$ cat src/rtl/sram_ctrl_pkg.sv
// rtl/sram_ctrl_pkg.sv - shared state type and parameter helpers for the SRAM slave
package sram_ctrl_pkg;

   // Transfer sequencer states; RD serves reads, WR_* frame the write strobe.
   typedef enum logic [2:0] {
      IDLE,
      RD,
      WR_SETUP,
      WR_PULSE,
      WR_HOLD,
      ACK
   } sram_state_t;

   function automatic int max_int(input int a, input int b);
      return (a > b) ? a : b;
   endfunction

   // The wait timer only ever holds (wait - 1), but sizing to max+1 keeps
   // the one-cycle case at a legal one-bit width.
   function automatic int wait_timer_width(input int read_wait, input int write_wait);
      return $clog2(max_int(read_wait, write_wait) + 1);
   endfunction

   // Wait counts below one would collapse the strobe; the data path has no
   // width conversion, so both sides must match and be whole bytes.
   function automatic bit params_ok(input int read_wait, input int write_wait,
                                    input int data_width, input int sram_data_width);
      return (read_wait >= 1) && (write_wait >= 1) &&
             (data_width == sram_data_width) && ((data_width % 8) == 0);
   endfunction

endpackage

$ cat src/rtl/sram_wait_timer.sv
// rtl/sram_wait_timer.sv - loadable down-counter timing SRAM wait states
module sram_wait_timer #(
   parameter int WIDTH = 1
) (
   input  logic             clk,
   input  logic             rst_n,
   input  logic             load,
   input  logic [WIDTH-1:0] value,
   output logic             done
);

   logic [WIDTH-1:0] count;

   // Load the remaining cycle count, then count down and park at zero.
   always_ff @(posedge clk or negedge rst_n) begin
      if (!rst_n) begin
         count <= '0;
      end else if (load) begin
         count <= value;
      end else if (count != '0) begin
         count <= count - WIDTH'(1);
      end
   end

   // Zero means the current cycle is the last one of the timed phase.
   assign done = (count == '0);

endmodule

$ cat src/rtl/wb_sram_slave.sv
// rtl/wb_sram_slave.sv - Wishbone classic slave driving an asynchronous SRAM bank
module wb_sram_slave
   import sram_ctrl_pkg::*;
#(
   parameter int ADDR_WIDTH      = 32,
   parameter int DATA_WIDTH      = 32,
   parameter int SRAM_ADDR_WIDTH = 20,
   parameter int SRAM_DATA_WIDTH = 32,
   parameter int READ_WAIT       = 1,
   parameter int WRITE_WAIT      = 1
) (
   input  logic                         clk,
   input  logic                         reset,
   input  logic                         wb_cyc_i,
   input  logic                         wb_stb_i,
   output logic                         wb_ack_o,
   input  logic [ADDR_WIDTH-1:0]        wb_adr_i,
   input  logic [DATA_WIDTH-1:0]        wb_dat_i,
   output logic [DATA_WIDTH-1:0]        wb_dat_o,
   input  logic [DATA_WIDTH/8-1:0]      wb_sel_i,
   input  logic                         wb_we_i,
   output logic [SRAM_ADDR_WIDTH-1:0]   sram_addr,
   output logic [SRAM_DATA_WIDTH-1:0]   sram_data_o,
   input  logic [SRAM_DATA_WIDTH-1:0]   sram_data_i,
   output logic                         sram_data_oe,
   output logic                         sram_ce_n,
   output logic                         sram_oe_n,
   output logic                         sram_we_n,
   output logic [SRAM_DATA_WIDTH/8-1:0] sram_be_n
);

   localparam int TIMER_W = wait_timer_width(READ_WAIT, WRITE_WAIT);

   if (!params_ok(READ_WAIT, WRITE_WAIT, DATA_WIDTH, SRAM_DATA_WIDTH)) begin : g_bad_params
      $error("wb_sram_slave: READ_WAIT/WRITE_WAIT must be >= 1 and DATA_WIDTH must equal SRAM_DATA_WIDTH");
   end

   sram_state_t          state;
   sram_state_t          state_nxt;
   logic                 accept;
   logic                 capture;
   logic                 timer_load;
   logic [TIMER_W-1:0]   timer_value;
   logic                 timer_done;
   logic                 wr_busy;
   logic                 wr_aborted;
   logic                 nxt_active;
   logic                 nxt_wr;
   logic                 unused_adr_bits;

   // Word addressing: the low two address bits never reach the SRAM and
   // the bits above the SRAM window are don't-care.
   assign unused_adr_bits = ^wb_adr_i;

   assign accept  = (state == IDLE) && wb_cyc_i && wb_stb_i;
   assign wr_busy = (state == WR_SETUP) || (state == WR_PULSE) || (state == WR_HOLD);

   sram_wait_timer #(
      .WIDTH (TIMER_W)
   ) u_wait_timer (
      .clk   (clk),
      .rst_n (reset),
      .load  (timer_load),
      .value (timer_value),
      .done  (timer_done)
   );

   // State register.
   always_ff @(posedge clk or negedge reset) begin
      if (!reset) begin
         state <= IDLE;
      end else begin
         state <= state_nxt;
      end
   end

   // Next-state decode plus timer loads and the read-capture strobe.
   always_comb begin
      state_nxt   = state;
      timer_load  = 1'b0;
      timer_value = '0;
      capture     = 1'b0;
      case (state)
         IDLE: begin
            if (wb_cyc_i && wb_stb_i) begin
               if (wb_we_i) begin
                  state_nxt = WR_SETUP;
               end else begin
                  state_nxt   = RD;
                  timer_load  = 1'b1;
                  timer_value = TIMER_W'(READ_WAIT - 1);
               end
            end
         end
         RD: begin
            // A read can be abandoned at once; nothing on the SRAM is at risk.
            if (!wb_cyc_i) begin
               state_nxt = IDLE;
            end else if (timer_done) begin
               capture   = 1'b1;
               state_nxt = ACK;
            end
         end
         WR_SETUP: begin
            state_nxt   = WR_PULSE;
            timer_load  = 1'b1;
            timer_value = TIMER_W'(WRITE_WAIT - 1);
         end
         WR_PULSE: begin
            if (timer_done) begin
               state_nxt = WR_HOLD;
            end
         end
         WR_HOLD: begin
            state_nxt = ACK;
         end
         ACK: begin
            state_nxt = IDLE;
         end
         default: begin
            state_nxt = IDLE;
         end
      endcase
   end

   // Remember a write whose master went away so its ACK slot stays silent
   // even if a fresh cycle has started by then.
   always_ff @(posedge clk or negedge reset) begin
      if (!reset) begin
         wr_aborted <= 1'b0;
      end else if (state == IDLE) begin
         wr_aborted <= 1'b0;
      end else if (wr_busy && !wb_cyc_i) begin
         wr_aborted <= 1'b1;
      end
   end

   assign nxt_active = (state_nxt == RD) || (state_nxt == WR_SETUP) ||
                       (state_nxt == WR_PULSE) || (state_nxt == WR_HOLD);
   assign nxt_wr     = (state_nxt == WR_SETUP) || (state_nxt == WR_PULSE) ||
                       (state_nxt == WR_HOLD);

   // SRAM pins come straight from flops keyed on the upcoming state, so the
   // strobes line up with the state they belong to without a comb path.
   always_ff @(posedge clk or negedge reset) begin
      if (!reset) begin
         sram_ce_n    <= 1'b1;
         sram_oe_n    <= 1'b1;
         sram_we_n    <= 1'b1;
         sram_data_oe <= 1'b0;
         sram_be_n    <= '1;
         sram_addr    <= '0;
         sram_data_o  <= '0;
      end else begin
         sram_ce_n    <= !nxt_active;
         sram_oe_n    <= (state_nxt != RD);
         sram_we_n    <= (state_nxt != WR_PULSE);
         sram_data_oe <= nxt_wr;
         if (accept) begin
            sram_addr   <= wb_adr_i[SRAM_ADDR_WIDTH+1:2];
            sram_data_o <= wb_dat_i;
            sram_be_n   <= ~wb_sel_i;
         end else if (!nxt_active) begin
            sram_be_n <= '1;
         end
      end
   end

   // Read data is taken only on the final RD cycle and held otherwise.
   always_ff @(posedge clk or negedge reset) begin
      if (!reset) begin
         wb_dat_o <= '0;
      end else if (capture) begin
         wb_dat_o <= sram_data_i;
      end
   end

   assign wb_ack_o = (state == ACK) && wb_cyc_i && wb_stb_i && !wr_aborted;

endmodule

$ cat config.mk
export PLATFORM = sky130hd
export DESIGN_NAME = wb_sram_slave
export DESIGN_NICKNAME = d
export VERILOG_FILES = /design/src/rtl/sram_ctrl_pkg.sv /design/src/rtl/sram_wait_timer.sv /design/src/rtl/wb_sram_slave.sv
export SDC_FILE = /design/constraint.sdc
export NUM_CORES = 1
export LEC_CHECK = 0
export ABC_CLOCK_PERIOD_IN_PS = 1920
export CORE_UTILIZATION = 35
export CTS_BUF_LIST = sky130_fd_sc_hd__clkbuf_4 sky130_fd_sc_hd__clkbuf_8 sky130_fd_sc_hd__clkbuf_16
export DETAILED_ROUTE_END_ITERATION = 10
export GPL_TIMING_DRIVEN = 0
export HOLD_SLACK_MARGIN = 0.1
export PLACE_DENSITY = 0.75
export SYNTH_ARGS = -nofsm -noshare
export SYNTH_HDL_FRONTEND = slang
export SYNTH_HIERARCHICAL = 1
export SYNTH_SLANG_ARGS = --single-unit
$ cat constraint.sdc
create_clock -name clk -period 1.92 [get_ports clk]
set_input_delay 0.576 -clock clk [delete_from_list [all_inputs] [get_ports clk]]
set_output_delay 0.576 -clock clk [all_outputs]
set_load 0.005 [all_outputs]
==> impl_metrics.env, run 1 <==
export IMPL_status="finished, final reports clean"
export IMPL_clkTransAtPathRegs_ps=80
export IMPL_rsz0062_at_grt="true"
export IMPL_fin_skew_ps=7.82
export IMPL_grt_pass1_wl_um=14200
export IMPL_seqPwrFrac_pct=39.2
export IMPL_synth_avg_cell_area_um2=15.8
export IMPL_power_switching_mw=2.43
export IMPL_critical_path_buf_inv_count=2
export IMPL_coreArea_um2=10300
export IMPL_fin_nets=555
export IMPL_synth_seq_cells=97
export IMPL_crit_arrival_ps=1320
export IMPL_cp_endpoint="wb_ack_o"
export IMPL_cp_startpoint="wb_stb_i"
export IMPL_p_total_mw=9.05
export IMPL_antenna_found_initial=0
export IMPL_ys_types=28
export IMPL_routed_wl_um=9320
export IMPL_gp_congestion=0.794
export IMPL_io_buffers=185
export IMPL_cts_buffers_inserted=9
export IMPL_cp_start_kind="input port"
export IMPL_p_leak_nw=2.68
export IMPL_cp_max_fo=4
export IMPL_grt_overflow=0
export IMPL_cp_cell_sequence="dlygate4sd2_1 > nand2_1 > nor4_2 > buf_2"
export IMPL_seq_area_frac_synth_pct=65.2
export IMPL_cts_tree="built"
export IMPL_slew_violations=0
export IMPL_antenna_left=0
export IMPL_relSlewSlack_pct=62.5
export IMPL_layout_drive_gt1_share_pct=31.6
export IMPL_r2r_start="state[2]$_DFF_PN0_"
export IMPL_cts_root_buf="clkbuf_8"
export IMPL_reg2reg_slack_ps=30
export IMPL_first_global_vias=2983
export IMPL_end_kind="output port"
export IMPL_pre_cts_slack_ps=-850
export IMPL_r2r_worst_path_cells=5
export IMPL_yosys_warnings=6
export IMPL_intPower_mw=6.62
export IMPL_dieArea_um2=11100
export IMPL_hpwlAfterDp_um=6540
export IMPL_maxCapViolCount=0
export IMPL_cts_sinks=97
export IMPL_syn_area_um2=3730
export IMPL_critPathRequiredTime_ps=1340
export IMPL_combPwrFrac_pct=48.1
export IMPL_hp_class="input port to async pin"
export IMPL_min_period_ps=1900
export IMPL_final_area_um2=6360
export IMPL_initial_utilization_pct=36.2
export IMPL_synthArstFlopShare_pct=100
export IMPL_clock_latency_ps=350
export IMPL_area_growth_pct=70.2
export IMPL_path_depth=4
export IMPL_synth_edf_count=0
export IMPL_drc=0
export IMPL_setup_violations=0
export IMPL_postSynthCellCount=237
export IMPL_fp_row_count=37
export IMPL_grt_max_degree=56
export IMPL_synthesis_nets=342
export IMPL_htree_levels=3
export IMPL_drt_initial_drc_count=50
export IMPL_io_pins=198
export IMPL_worstSetupPathType="input port to output port"
export IMPL_fmax_ghz=0.527
export IMPL_whs_ps=198
export IMPL_max_vdd_ir_drop_v=0.000598
export IMPL_placed_cell_area_um2=5780
export IMPL_worst_pin_slew_ps=563
export IMPL_wl_per_cell_um=15.8
export IMPL_die_x_um=105
export IMPL_slowest_stage="dlygate4sd2_1"
export IMPL_vias=2760
export IMPL_final_cell_mix="clkdlybuf4s50_1, dfrtp_1, mux2_2"
export IMPL_synth_ff_type="dfrtp_1"
export IMPL_num_antenna_cells=0
export IMPL_p_per_area_nw_per_um2=1420
export IMPL_fin_setup_tns_ps=0
export IMPL_fillers=796
export IMPL_clockPowerShare_pct=12.6
export IMPL_swShare_pct=26.9
export IMPL_chipHeight_um=105
export IMPL_finalCritPeriodShare_pct=98.9
export IMPL_path_delay_family="buffers and inverters"
export IMPL_finalWorstSetupSlack_ps=20.7
export IMPL_cpPeakStageDelay_ps=250
export IMPL_vias_per_cell=4.67
export IMPL_hold_viol_final=0
export IMPL_regToRegEndpoint="sram_addr[11]$_DFFE_PN0P_"
export IMPL_hold_buffers=0
export IMPL_grt_usage_pct=16.6
export IMPL_dr_pass1_iters=4
export IMPL_clockBufferDepth=2
export IMPL_final_common_cell="clkdlybuf4s50_1"
synthesized netlist by cell type, types with 2 or more instances:
cell,count,area (um^2)
dfstp_2,7,184
a2bb2oi_1,4,35.0
buf_6,2,22.5
dfrtp_1,90,2250
clkbuf_1,2,7.51
nand2_1,7,26.3
mux2_1,3,33.8
nor2_1,5,18.8
mux2_2,81,912
inv_1,3,11.3
a22o_1,2,17.5
o31ai_1,2,15.0
buf_4,7,52.6
a21oi_1,3,15.0
nor2b_1,4,25.0
o21ai_0,3,15.0
kinds of logic after synthesis:
kind of cell           share of synthesized area [%]
other                                          0.100
buffers and inverters                           2.65
and+or+nand+nor                                 3.52
DFF                                             65.2
muxes                                           25.3
AOI/OAI and AO/OA                               3.18
timing repair:
action                                  in CTS  in global routing
endpoints found under the setup margin      98                 75
gates resized for setup                     29                 45
pin swaps                                    2                  2
hold endpoints to repair                     0                  0
buffers inserted                             9                  6
gates cloned                                 0                  4
flip-flops by register name (all words and copies together) (netlist names):
signal,cells
sram_addr,20
sram_be_n,4
sram_data_o,32
u_wait_timer/count,1
sram_data_oe,1
state,3
wr_aborted,1
sram_ce_n,1
sram_we_n,1
wb_dat_o,32
sram_oe_n,1
per-layer routing:
layer	global-route usage (%)	vias to the layer above	wire (um)
li1	-	1251	-
met1	19.3	1372	3800
met2	28.5	122	4720
met3	4.08	15	607
met4	8.15	0	188
met5	0	-	0
per-stage QoR:
step / util [%] / cells
after floorplan: - / 237
after global placement: 55.8 / 558
after detailed placement: 56.0 / 559
after CTS: 58.6 / 582
after global routing: 61.6 / 591
final: 61.6 / 591
power groups by stage:
stage | combinational (mW) | sequential (mW) | clock, mW
CTS | 3.98 | 3.54 | 1.21
global route | 4.64 | 3.68 | 1.28
detailed placement | 3.87 | 3.56 | 0
floorplan | 1.37 | 3.61 | 0
finish | 4.36 | 3.55 | 1.14
global placement | 3.79 | 3.49 | 0
final cells by class:
type / instances / area [um^2] / share of cell area (%)
clock buffers: 10 / 131 / 2.07
well taps: 136 / 170 / 2.68
inverters: 3 / 11.3 / 0.177
plain buffers: 9 / 123 / 1.93
multi-input cells: 125 / 1350 / 21.2
clock inverters: 6 / 35.0 / 0.551
repair buffers: 205 / 2100 / 33.1
flip-flops and latches: 97 / 2440 / 38.4
how the worst min path moves through the flow:
stage	slack (ps)	end	cells past startpoint
2_1_floorplan	280	sram_addr[0]$_DFFE_PN0P_	0
3_3_place_gp	470	sram_data_o[2]$_DFFE_PN0P_	1
6_report	200	sram_addr[0]$_DFFE_PN0P_	1
5_1_grt	230	sram_addr[0]$_DFFE_PN0P_	1
3_5_place_dp	480	sram_data_o[4]$_DFFE_PN0P_	1
4_1_cts	210	sram_addr[0]$_DFFE_PN0P_	1
No activity file was read; power rests on OpenSTA's default activity.
==> run 2, diff against run 1 <==
--- a/config.mk
+++ b/config.mk
@@ -8,6 +8,7 @@
 export ABC_CLOCK_PERIOD_IN_PS = 1920
 export CORE_UTILIZATION = 35
 export CTS_BUF_LIST = sky130_fd_sc_hd__clkbuf_4 sky130_fd_sc_hd__clkbuf_8 sky130_fd_sc_hd__clkbuf_16
+export CTS_CLUSTER_DIAMETER = 40
 export DETAILED_ROUTE_END_ITERATION = 10
 export GPL_TIMING_DRIVEN = 0
 export HOLD_SLACK_MARGIN = 0.1
==> results of run 2 <==
The final DEF is identical to that of run 1; final timing and power are the same.
==> run 3, diff against run 2 <==
--- a/config.mk
+++ b/config.mk
@@ -13,6 +13,8 @@
 export GPL_TIMING_DRIVEN = 0
 export HOLD_SLACK_MARGIN = 0.1
 export PLACE_DENSITY = 0.75
+export REMOVE_ABC_BUFFERS = 1
+export SETUP_SLACK_MARGIN = 0.02
 export SYNTH_ARGS = -nofsm -noshare
 export SYNTH_HDL_FRONTEND = slang
 export SYNTH_HIERARCHICAL = 1
==> impl_metrics.env, run 3 (synthesis results as in run 1) <==
export IMPL_relSlewSlack_pct=65.7
export IMPL_hold_buffers=0
export IMPL_drc=0
export IMPL_io_pins=198
export IMPL_finalCritPeriodShare_pct=98.4
export IMPL_chipHeight_um=105
export IMPL_final_area_um2=6580
export IMPL_cts_sinks=97
export IMPL_reg2reg_slack_ps=40
export IMPL_grt_overflow=0
export IMPL_seqPwrFrac_pct=37.4
export IMPL_num_antenna_cells=0
export IMPL_grt_max_degree=62
export IMPL_top_regs="sram_data_o: 32 flops, wb_dat_o: 32 flops, sram_addr: 20 flops"
export IMPL_antenna_found_initial=0
export IMPL_fin_nets=557
export IMPL_cts_buffers_inserted=9
export IMPL_wl_per_cell_um=17.3
export IMPL_area_growth_pct=76.2
export IMPL_fmax_ghz=0.529
export IMPL_coreArea_um2=10300
export IMPL_max_vdd_ir_drop_v=0.000739
export IMPL_cts_root_buf="clkbuf_8"
export IMPL_vias_per_cell=4.73
export IMPL_power_switching_mw=2.65
export IMPL_p_leak_nw=2.84
export IMPL_hpwlAfterDp_um=6390
export IMPL_clockPowerShare_pct=12.7
export IMPL_hold_viol_final=0
export IMPL_dieArea_um2=11100
export IMPL_end_kind="output port"
export IMPL_intPower_mw=6.93
export IMPL_critPathRequiredTime_ps=1340
export IMPL_vias=2802
export IMPL_htree_levels=3
export IMPL_worst_pin_slew_ps=515
export IMPL_clock_latency_ps=360
export IMPL_swShare_pct=27.7
export IMPL_fin_skew_ps=9.47
export IMPL_setup_violations=0
export IMPL_cts_tree="built"
export IMPL_grt_pass1_wl_um=14800
export IMPL_grt_usage_pct=17.4
export IMPL_slew_violations=0
export IMPL_rsz0062_at_grt="true"
export IMPL_cp_max_fo=3
export IMPL_antenna_left=0
export IMPL_routed_wl_um=10300
export IMPL_combPwrFrac_pct=49.9
export IMPL_crit_arrival_ps=1310
export IMPL_fin_setup_tns_ps=0
export IMPL_whs_ps=170
export IMPL_fillers=785
export IMPL_final_common_cell="clkdlybuf4s50_1"
export IMPL_p_total_mw=9.58
export IMPL_min_period_ps=1890
export IMPL_hp_class="input port to async pin"
export IMPL_fp_row_count=37
export IMPL_layout_drive_gt1_share_pct=32.6
export IMPL_die_x_um=105
export IMPL_initial_utilization_pct=36.2
export IMPL_p_per_area_nw_per_um2=1460
export IMPL_final_cell_mix="clkdlybuf4s50_1, dfrtp_1, mux2_4"
export IMPL_worstSetupPathType="register to output port"
export IMPL_clockBufferDepth=2
export IMPL_drt_initial_drc_count=85
export IMPL_cp_start_kind="register"
export IMPL_dr_pass1_iters=4
export IMPL_maxCapViolCount=0
export IMPL_status="finished, final reports clean"
export IMPL_clkTransAtPathRegs_ps=90
export IMPL_gp_congestion=0.782
export IMPL_placed_cell_area_um2=5770
export IMPL_io_buffers=185
export IMPL_first_global_vias=2940
## run 3: changes by cell type in the layout (fill, tap and decap cells not counted), sizes merged
| cell | change |
|---|---|
| clkdlybuf4s15 | -1 |
| dlymetal6s2s | +2 |
| buf | +2 |
| clkdlybuf4s50 | -2 |
| clkinvlp | -1 |
| nor2 | +1 |
| inv | +1 |
## run 3: final timing paths
check / from / end / cells past startpoint
setup / recovery: state[1]$_DFF_PN0_ / wb_ack_o / 3
hold / removal: reset / wb_dat_o[7]$_DFFE_PN0P_ / 1
setup reg to reg: state[1]$_DFF_PN0_ / sram_addr[3]$_DFFE_PN0P_ / 5
hold reg to reg: state[1]$_DFF_PN0_ / sram_ce_n$_DFF_PN1_ / 1
max in group asynchronous: reset / sram_we_n$_DFF_PN1_ / 2
min in group clk: state[1]$_DFF_PN0_ / sram_ce_n$_DFF_PN1_ / 1
## run 3: layer usage
metal / share of wire [%] / track usage (%)
met1: 42 / 20.6
met2: 47 / 28.9
met3: 8.8 / 5.75
met4: 1.5 / 7.75
met5: 0 / 0
## run 3: critical path: stages, from the launching register on
cell	delay (ps)
dfrtp_2	440
buf_6	130
nor4_4	250
buf_2	150
## run 3: layout make-up
| class | count | area [um^2] | share of cell area (%) |
|---|---|---|---|
| Timing Repair Buffer | 215 | 2300 | 35.0 |
| Inverter | 3 | 11.3 | 0.171 |
| Multi-Input combinational cell | 126 | 1490 | 22.6 |
| Tap cell | 136 | 170 | 2.59 |
| Clock inverter | 6 | 43.8 | 0.665 |
| Sequential cell | 97 | 2440 | 37.1 |
| Clock buffer | 10 | 131 | 2.00 |
## run 3: power by group through the flow
stage	sequential (mW)	clock, mW	combinational (mW)
final	3.59	1.21	4.78
after global routing	3.71	1.34	5.07
after CTS	3.56	1.26	4.18
after detailed placement	3.60	0	3.81
after global placement	3.54	0	3.68
after floorplan	3.64	0	1.27
## run 3: through the flow
stage,std cells,setup WS [ps],utilization [%]
3_5_place_dp,550,-1050,55.9
3_3_place_gp,546,-3310,54.9
2_1_floorplan,225,-1090,-
6_report,593,30.0,63.8
4_1_cts,585,-10.8,60.2
5_1_grt,593,-40.9,63.8
## run 3: timing repair
action                     4_1_cts  5_1_grt
buffers inserted                17        5
pin swaps                        4        2
cloned                           3        5
setup endpoints to repair       98       75
resized for setup               42       68
